===== config.mk =====
export PLATFORM = sky130hd
export DESIGN_NAME = a_logic_trace_cmd_gen
export DESIGN_NICKNAME = d
export VERILOG_FILES = /design/src/rtl/trace_cmd_pkg.sv /design/src/rtl/a_logic_trace_cmd_gen.sv
export SDC_FILE = /design/constraint.sdc
export NUM_CORES = 1
export LEC_CHECK = 0
export ABC_CLOCK_PERIOD_IN_PS = 2000
export BUFFER_PORTS_ARGS = -buffer_cell sky130_fd_sc_hd__buf_2
export CAP_MARGIN = 20
export CORE_MARGIN = 5
export CORE_UTILIZATION = 48
export DETAILED_ROUTE_END_ITERATION = 16
export PLACE_DENSITY = 0.76
export SLEW_MARGIN = 10
export SYNTH_ARGS = -nofsm -noshare
export SYNTH_HDL_FRONTEND = slang
export SYNTH_SLANG_ARGS = --single-unit

===== constraint.sdc =====
create_clock -name clk_ref -period 2 [get_ports clk_ref]
set_clock_uncertainty 0.15 [all_clocks]
set_input_delay 0.2 -clock clk_ref [delete_from_list [all_inputs] [get_ports clk_ref]]
set_output_delay 0.2 -clock clk_ref [all_outputs]
set_load 0.01 [all_outputs]

===== src/rtl/trace_cmd_pkg.sv =====
// Shared definitions for the trace-controller command link: opcodes, one-hot
// header words and the initiator FSM state encoding (decoder uses the same headers).
package trace_cmd_pkg;

  localparam int TRACE_ADDR_W = 13;
  localparam int TRACE_DATA_W = 16;

  typedef enum logic [2:0] {
    OP_WR_ADDR = 3'd0,
    OP_RD_ADDR = 3'd1,
    OP_RD_CMD  = 3'd2,
    OP_WR_CMD  = 3'd3,
    OP_INIT    = 3'd4
  } cmd_op_e;

  localparam logic [15:0] HDR_WR_ADDR = 16'h0001;
  localparam logic [15:0] HDR_RD_ADDR = 16'h0002;
  localparam logic [15:0] HDR_RD_CMD  = 16'h0004;
  localparam logic [15:0] HDR_WR_CMD  = 16'h0008;
  localparam logic [15:0] HDR_INIT    = 16'h8000;

  typedef enum logic [2:0] {
    S_IDLE   = 3'd0,
    S_HDR    = 3'd1,
    S_ADDR   = 3'd2,
    S_RDHOLD = 3'd3,
    S_WDATA  = 3'd4,
    S_GAP    = 3'd5
  } trace_state_e;

  function automatic logic is_legal_op(input logic [2:0] op);
    return op <= 3'd4;
  endfunction

  function automatic logic [15:0] hdr_word(input cmd_op_e op);
    case (op)
      OP_WR_ADDR: return HDR_WR_ADDR;
      OP_RD_ADDR: return HDR_RD_ADDR;
      OP_RD_CMD:  return HDR_RD_CMD;
      OP_WR_CMD:  return HDR_WR_CMD;
      OP_INIT:    return HDR_INIT;
      default:    return 16'h0000;
    endcase
  endfunction

endpackage


===== src/rtl/a_logic_trace_cmd_gen.sv =====
// Host-side initiator: serialises one command at a time onto the fp1 bus as
// one-hot header, optional payload, then a ctrl-low gap.
module a_logic_trace_cmd_gen
  import trace_cmd_pkg::*;
#(
  parameter int ADDR_W     = TRACE_ADDR_W,
  parameter int DATA_W     = TRACE_DATA_W,
  parameter int GAP_CYCLES = 2
) (
  input  logic              clk_ref,
  input  logic              rst,
  input  logic              cmd_valid_i,
  output logic              cmd_ready_o,
  input  logic [2:0]        cmd_op_i,
  input  logic [ADDR_W-1:0] cmd_addr_i,
  input  logic [ADDR_W-1:0] cmd_len_i,
  input  logic [3:0]        cmd_fpga_i,
  input  logic [DATA_W-1:0] wr_data_i,
  input  logic              wr_data_valid_i,
  output logic              wr_data_ready_o,
  output logic [DATA_W-1:0] fp1_data_o,
  output logic              fp1_dv_o,
  output logic              ctrl_trce_o,
  output logic              carte_o,
  output logic [3:0]        fpga_o,
  output logic              done_o,
  output logic              err_o
);

  localparam int GAP_W = 4;

  trace_state_e      state_reg;
  cmd_op_e           op_reg;
  logic [ADDR_W-1:0] addr_reg;
  logic [ADDR_W-1:0] cnt_reg;
  logic [GAP_W-1:0]  gap_reg;

  logic              cmd_ready_reg;
  logic              wr_ready_reg;
  logic [DATA_W-1:0] data_reg;
  logic              dv_reg;
  logic              ctrl_reg;
  logic              carte_reg;
  logic [3:0]        fpga_reg;
  logic              done_reg;
  logic              err_reg;

  logic accept;
  logic word_take;
  logic go_gap;

  assign accept    = cmd_valid_i && cmd_ready_reg;
  assign word_take = wr_data_valid_i && wr_ready_reg;

  // Frame body finished this cycle: next cycle is the first gap cycle.
  always_comb begin
    go_gap = 1'b0;
    case (state_reg)
      S_HDR:    go_gap = (op_reg == OP_INIT) ||
                         (((op_reg == OP_RD_CMD) || (op_reg == OP_WR_CMD)) && (cnt_reg == '0));
      S_ADDR:   go_gap = 1'b1;
      S_RDHOLD: go_gap = (cnt_reg <= ADDR_W'(1));
      S_WDATA:  go_gap = (cnt_reg == '0);
      default:  go_gap = 1'b0;
    endcase
  end

  always_ff @(posedge clk_ref or negedge rst) begin
    if (!rst) begin
      state_reg     <= S_IDLE;
      op_reg        <= OP_WR_ADDR;
      addr_reg      <= '0;
      cnt_reg       <= '0;
      gap_reg       <= '0;
      cmd_ready_reg <= 1'b0;
      wr_ready_reg  <= 1'b0;
      data_reg      <= '0;
      dv_reg        <= 1'b0;
      ctrl_reg      <= 1'b0;
      carte_reg     <= 1'b0;
      fpga_reg      <= '0;
      done_reg      <= 1'b0;
      err_reg       <= 1'b0;
    end else begin
      done_reg <= 1'b0;
      err_reg  <= 1'b0;
      if (accept) begin
        cmd_ready_reg <= 1'b0;
        wr_ready_reg  <= 1'b0;
        op_reg        <= cmd_op_e'(cmd_op_i);
        addr_reg      <= cmd_addr_i;
        cnt_reg       <= cmd_len_i;
        gap_reg       <= '0;
        if (is_legal_op(cmd_op_i)) begin
          state_reg <= S_HDR;
          data_reg  <= DATA_W'(hdr_word(cmd_op_e'(cmd_op_i)));
          dv_reg    <= 1'b1;
          ctrl_reg  <= 1'b1;
          carte_reg <= 1'b1;
          fpga_reg  <= cmd_fpga_i;
        end else begin
          // Illegal opcode is swallowed: no bus activity, just the error pulse.
          state_reg <= S_IDLE;
          err_reg   <= 1'b1;
          data_reg  <= '0;
          dv_reg    <= 1'b0;
          ctrl_reg  <= 1'b0;
          carte_reg <= 1'b0;
        end
      end else if (go_gap) begin
        state_reg     <= S_GAP;
        data_reg      <= '0;
        dv_reg        <= 1'b0;
        ctrl_reg      <= 1'b0;
        carte_reg     <= 1'b0;
        wr_ready_reg  <= 1'b0;
        gap_reg       <= GAP_W'(GAP_CYCLES - 1);
        done_reg      <= (GAP_CYCLES == 1);
        cmd_ready_reg <= (GAP_CYCLES == 1);
      end else begin
        case (state_reg)
          S_IDLE: cmd_ready_reg <= 1'b1;
          S_HDR: begin
            case (op_reg)
              OP_WR_ADDR, OP_RD_ADDR: begin
                state_reg <= S_ADDR;
                data_reg  <= DATA_W'(addr_reg);
                dv_reg    <= 1'b1;
              end
              OP_RD_CMD: begin
                state_reg <= S_RDHOLD;
                data_reg  <= '0;
                dv_reg    <= 1'b0;
              end
              OP_WR_CMD: begin
                state_reg    <= S_WDATA;
                data_reg     <= '0;
                dv_reg       <= 1'b0;
                wr_ready_reg <= 1'b1;
              end
              default: state_reg <= S_IDLE;
            endcase
          end
          S_RDHOLD: cnt_reg <= cnt_reg - ADDR_W'(1);
          S_WDATA: begin
            if (word_take) begin
              data_reg     <= wr_data_i;
              dv_reg       <= 1'b1;
              cnt_reg      <= cnt_reg - ADDR_W'(1);
              wr_ready_reg <= (cnt_reg != ADDR_W'(1));
            end else begin
              data_reg <= '0;
              dv_reg   <= 1'b0;
            end
          end
          S_GAP: begin
            // Ready rises with done so a queued command lands right after the gap.
            if (gap_reg == '0) begin
              state_reg <= S_IDLE;
            end else begin
              gap_reg <= gap_reg - GAP_W'(1);
              if (gap_reg == GAP_W'(1)) begin
                done_reg      <= 1'b1;
                cmd_ready_reg <= 1'b1;
              end
            end
          end
          default: state_reg <= S_IDLE;
        endcase
      end
    end
  end

  assign cmd_ready_o     = cmd_ready_reg;
  assign wr_data_ready_o = wr_ready_reg;
  assign fp1_data_o      = data_reg;
  assign fp1_dv_o        = dv_reg;
  assign ctrl_trce_o     = ctrl_reg;
  assign carte_o         = carte_reg;
  assign fpga_o          = fpga_reg;
  assign done_o          = done_reg;
  assign err_o           = err_reg;

endmodule


After elaboration in Yosys (flattened, before gate mapping) --
Cells that the tools add are included.
Storage, ports and cells: flip-flop bits (word level) 62, input port bits 53, output and inout bits 27
Cells by class: add/subtract/negate cells 2, order comparisons 2, equality and inequality tests 25, muxes and demuxes 47, reduce and logical (&&, ||, !) cells 25
Operators by type and width (count):
- 16-bit case mux with 5 select lines | 1
- 16-bit two-way mux | 4
- 16-bit case mux with 2 select lines | 2
- 13-bit two-way mux | 3
- 13-bit case mux with 2 select lines | 1
- 1-bit two-way mux | 22
- 4-bit inequality test (second input constant) | 5
- 3-bit by 2-bit == test with 1-bit output (second input constant) | 6
- 3-bit case mux with 3 select lines | 2
- 4-bit two-way mux | 4
- 13-bit by 1-bit less-or-equal comparator with 1-bit output (second input constant) | 1
- 13-bit zero test | 1
- 13-bit by 1-bit inequality test with 1-bit output (second input constant) | 1
- 13-bit by 1-bit subtractor with 13-bit output (second input constant) | 1
- 3-bit == test (second input constant) | 4
- 3-bit by 1-bit == test with 1-bit output (second input constant) | 3
- 3-bit zero test | 3
- 3-bit two-way mux | 3
- 3-bit AND reduction | 3
- 1-bit case mux with 2 select lines | 4
- 2-bit AND reduction | 4
- 4-bit nonzero test | 2
- 3-bit inequality test (second input constant) | 2
- 3-bit nonzero test | 2
- other kinds (13) | 17

Depth between registers and ports, before layout --
depth after elaboration 7, depth in mapped cells 9, gate-level depth less buffers 7

Least setup slack after synthesis --
No wires, ideal clock.
kind register to register, start register state_reg[0], end register cnt_reg[9], arrival time 1.913 ns, setup slack -0.131 ns, stages on the path, launching flop included 7, path buffers 1, clock period less this slack 2.131 ns, cells stage by stage dfrtp_1 > buf_4 > nor3b_4 > a22oi_2 > or4b_1 > or4_1 > nand3_1
Between the ends: cells in the longest elaborated chain, start to end 4, elaborated cells between the ends (all ways) 12
Ends and longest elaborated chain:
- from (decl) | RTL line a_logic_trace_cmd_gen.sv:32 | trace_state_e state_reg;
- from (signal assigned) | RTL line a_logic_trace_cmd_gen.sv:70 | state_reg <= S_IDLE;
- from (signal assigned) | RTL line a_logic_trace_cmd_gen.sv:95 | state_reg <= S_HDR;
- from (signal assigned) | RTL line a_logic_trace_cmd_gen.sv:103 | state_reg <= S_IDLE;
- 3-bit == test (tied with other cells) | RTL line a_logic_trace_cmd_gen.sv:58, a_logic_trace_cmd_gen.sv:121
- 1-bit case mux with 4 select lines or 13-bit case mux with 2 select lines (tied branches) | RTL line a_logic_trace_cmd_gen.sv:58, a_logic_trace_cmd_gen.sv:121
- 2-bit inequality test (no line) or 13-bit two-way mux (tied branches)
- 3-bit AND reduction (no line) or 13-bit two-way mux (tied branches)
- to (signal assigned) | RTL line a_logic_trace_cmd_gen.sv:92 | cnt_reg <= cmd_len_i;
- to (signal assigned) | RTL line a_logic_trace_cmd_gen.sv:144 | S_RDHOLD: cnt_reg <= cnt_reg - ADDR_W'(1);
- to (signal assigned) | RTL line a_logic_trace_cmd_gen.sv:149 | cnt_reg <= cnt_reg - ADDR_W'(1);
- to (decl) | RTL line a_logic_trace_cmd_gen.sv:35 | logic [ADDR_W-1:0] cnt_reg;
Several ways; a longest one is shown, not always the timed one. The select of a mux whose other input is x is not followed. A chain may end at the register's enable or synchronous reset.

Worst setup path after layout --
start register state_reg[0], end register cnt_reg[6]
The elaborated chain is that of the path after synthesis.

==> results by group <==
Critical path
  • Crit path to: cnt_reg[6]$_DFFE_PN0P_
  • Worst Path Max Fanout: 5
  • CP Launch Point: state_reg[0]$_DFFE_PN0P_
  • R2r endpoint: cnt_reg[6]$_DFFE_PN0P_
  • CP Launch Type: register
  • WS Path Type: register to register
  • Crit path required time: 2.12 ns
  • R2R Setup Slk: -0.13 ns
  • Endpoint type of the worst setup path: register
  • Critical path arrival: 2.25 ns
  • Worst R2R Start: state_reg[0]$_DFFE_PN0P_
  • R2R depth: 5

Die
  • I/O pins: 80
  • Chip Width: 93.07 um
  • Std-Cell Rows: 30
  • Core area: 6756 um2
  • Die H: 93.07 um
  • Die ar.: 8661 um2
  • Starting Density: 49.02%

Timing
  • Final setup TNS: -0.3954 ns
  • Final Max Tran Viols: 0
  • Slew headroom: roughly two thirds
  • RSZ-0062 raised after global routing: true
  • Final setup fails: 8
  • Worst-Margin Slew: about 0.47 ns
  • Period utilization: 106.3%
  • Fin. Hold Viols: 0
  • Crit path time final: 2.126 ns
  • Setup ws final: -0.1257 ns
  • Max Fclk: 0.4704 GHz

CTS
  • CTS tree: yes
  • Worst-Skew Late Latency: 0.34 ns
  • CTS max path bufs: 2
  • TritonCTS Sinks: 62
  • Root Buffer: clkbuf_8
  • H-tree depth: 3
  • Worst-path clk slew: 0.07 ns
  • CTS Buf Count: 9

Finish
  • Post-route cell area: roughly 4700 um2
  • Ant. Diodes: 0
  • Layout cells sized above 1: 31.40%
  • Max FFs per register: 16
  • Filler cell count: 514
  • Synth-to-layout area growth: 43.07%
  • Net count, final: 589
  • Layout Cells excl Fill: 615

Detailed routing
  • Drt wl/cell: between 15 and 20 um
  • Antenna-violating nets left: 0
  • Remaining DRCs: 0
  • First-pass iteration count of the detailed router: 5
  • Post-Route WL: 9615 um
  • DRT iter0 DRCs: 137
  • Avg Vias per Cell: 5.502
  • DR vias: 3384

Synthesis
  • Syn Nets: 446
  • Mapped Area: 3312 um2
  • Synth Flop Type: dfrtp_1
  • Yosys cell types: 45
  • Area leader, netlist: dfrtp_1
  • Mean post-synth cell area: 8.558 um2
  • #FFs+latches synth: 62
  • Synth top area share: 46.85%
  • Sequential share of the synthesized area: a little under half
  • Synth async-reset ratio: 100.0%
  • Post-synth EDFFs: 0
  • Main area contributors after synthesis: dfrtp_1 (47%), nand2_1 (9.4%), nand3_1 (7.9%)
  • Post-Syn Instances: 387
  • Synth warn: 0

Power and ir drop
  • Leak: 2.259 nW
  • VDD IR max: 775.8 uV
  • Post-route total power: ~6.7 mW
  • P per Cell Area: 1405 nW/um2

Global route
  • Initial antenna violation count: 0
  • Largest net degree at the start of global routing: 63
  • First-pass GRT wire length: 15700 um
  • GR Overflow Total: 0
  • Vias in the first global route: approximately 3.4k
  • Global router's overall resource usage: roughly 23%

Outcome
  • Failing checks: setup timing
  • Status: finished, violations left

Place
  • Setup WS pre-CTS: -0.09367 ns
  • Number of I/O port buffers: 79
  • Placed cell area: ~4000 um2
  • Post-DP HPWL: 6492 um
  • Placed cell count: 559
  • Gpl congestion: 0.8615

Job
  • Max-Cap Viols: 0

Worst hold path
  • Min-Delay Path Class: primary input to register
Yosys cell counts, types with 3 or more instances:
library cell / n
nand2b_1: 3
buf_2: 5
o31ai_1: 4
o21ai_0: 6
ha_1: 6
or3_1: 5
and2_1: 4
o211ai_1: 5
nand3_1: 52
a31oi_1: 14
nor2_1: 27
buf_4: 3
nand3b_1: 3
nand2_1: 83
or4_1: 9
inv_1: 8
nor3_1: 9
mux2_2: 5
dfrtp_1: 62
a2bb2oi_1: 5
a21oi_1: 16
clkbuf_1: 20
cells by family (layout without fill, tap and decap cells):
kind of cell,count (synthesis),in the layout,synth area share [%]
buffers and inverters,36,184,4.609
AO/OA/AOI/OAI,65,65,13.11
multiplexers,5,5,1.700
AND/OR/NAND/NOR,210,210,30.68
XOR/XNOR,3,3,0.7935
flip-flops,62,62,46.85
adder cells (fa/ha/maj),6,6,2.267
worst min path at each step:
stage	slack (ns)	cells after the start	endpoint	startpoint
after CTS	0.008	3	op_reg[2]$_DFFE_PN0P_	cmd_op_i[2]
final	0.03	3	op_reg[2]$_DFFE_PN0P_	cmd_op_i[2]
after global placement	0.09	2	cnt_reg[11]$_DFFE_PN0P_	rst
after detailed placement	0.09	2	cnt_reg[11]$_DFFE_PN0P_	rst
after global routing	0.04	3	cnt_reg[1]$_DFFE_PN0P_	cmd_len_i[1]
after floorplan	-0.25	0	addr_reg[0]$_DFFE_PN0P_	rst
metal layers:
layer	GRT usage, %	share of wire (%)
met5	0	0
met4	7.326	2.0
met3	5.873	6.4
met2	39.11	51
met1	28.07	41
report_power, final:
part	total (mW)	leakage [nW]	switching (mW)	internal, mW
clock	1.46	0.130	0.502	0.955
sequential	2.22	0.777	0.412	1.80
combinational	2.98	1.35	1.62	1.37
total	6.66	2.26	2.53	4.13
worst max-delay path, cell delays in order (launching register included):
cell,delay (ns)
dfrtp_2,0.44
nor3b_4,0.25
a22oi_2,0.12
or4_4,0.50
or4_1,0.50
nand3_1,0.10
final cells by class:
cell class	instances	area, um2	area share [%]
Clock buffer	10	127.6	2.693
Clock inverter	6	133.9	2.825
Inverter	8	30.03	0.6337
Multi-Input combinational cell	289	1664	35.12
Sequential cell	62	1553	32.77
Tap cell	80	100.1	2.112
Timing Repair Buffer	160	1130	23.84
what timing repair did:
item | in CTS | in global routing
hold buffers | 33 | 0
cloned | 0 | 1
endpoints found under the hold margin | 94 | 0
setup buffers | 4 | 2
endpoints found under the setup margin | 9 | 40
pin swaps | 6 | 4
gates resized for setup | 9 | 12
stage by stage:
stage                     util (%)  hold slack, ns
after floorplan                  -         -0.2456
after global placement       59.46         0.08708
after detailed placement     59.46         0.08709
after CTS                    68.91        0.007817
after global routing         70.13         0.03859
final                        70.13         0.02999
cells in the final DEF (no fill, tap or decap), types with 4 or more instances in the layout:
cell,count
nor2_1,27
mux2_2,5
inv_1,7
a2bb2oi_1,5
buf_2,79
nor3_1,8
nand2_1,82
or4_1,8
buf_4,41
bufinv_16,4
a31oi_1,14
a21oi_1,15
nand3_1,51
dfrtp_1,61
o21ai_0,5
ha_1,4
o211ai_1,5
or3_1,4
clkbuf_8,9
o31ai_1,4
dlygate4sd3_1,33
buf_6,4
and2_1,4
No activity file was read; power rests on OpenSTA's default activity.
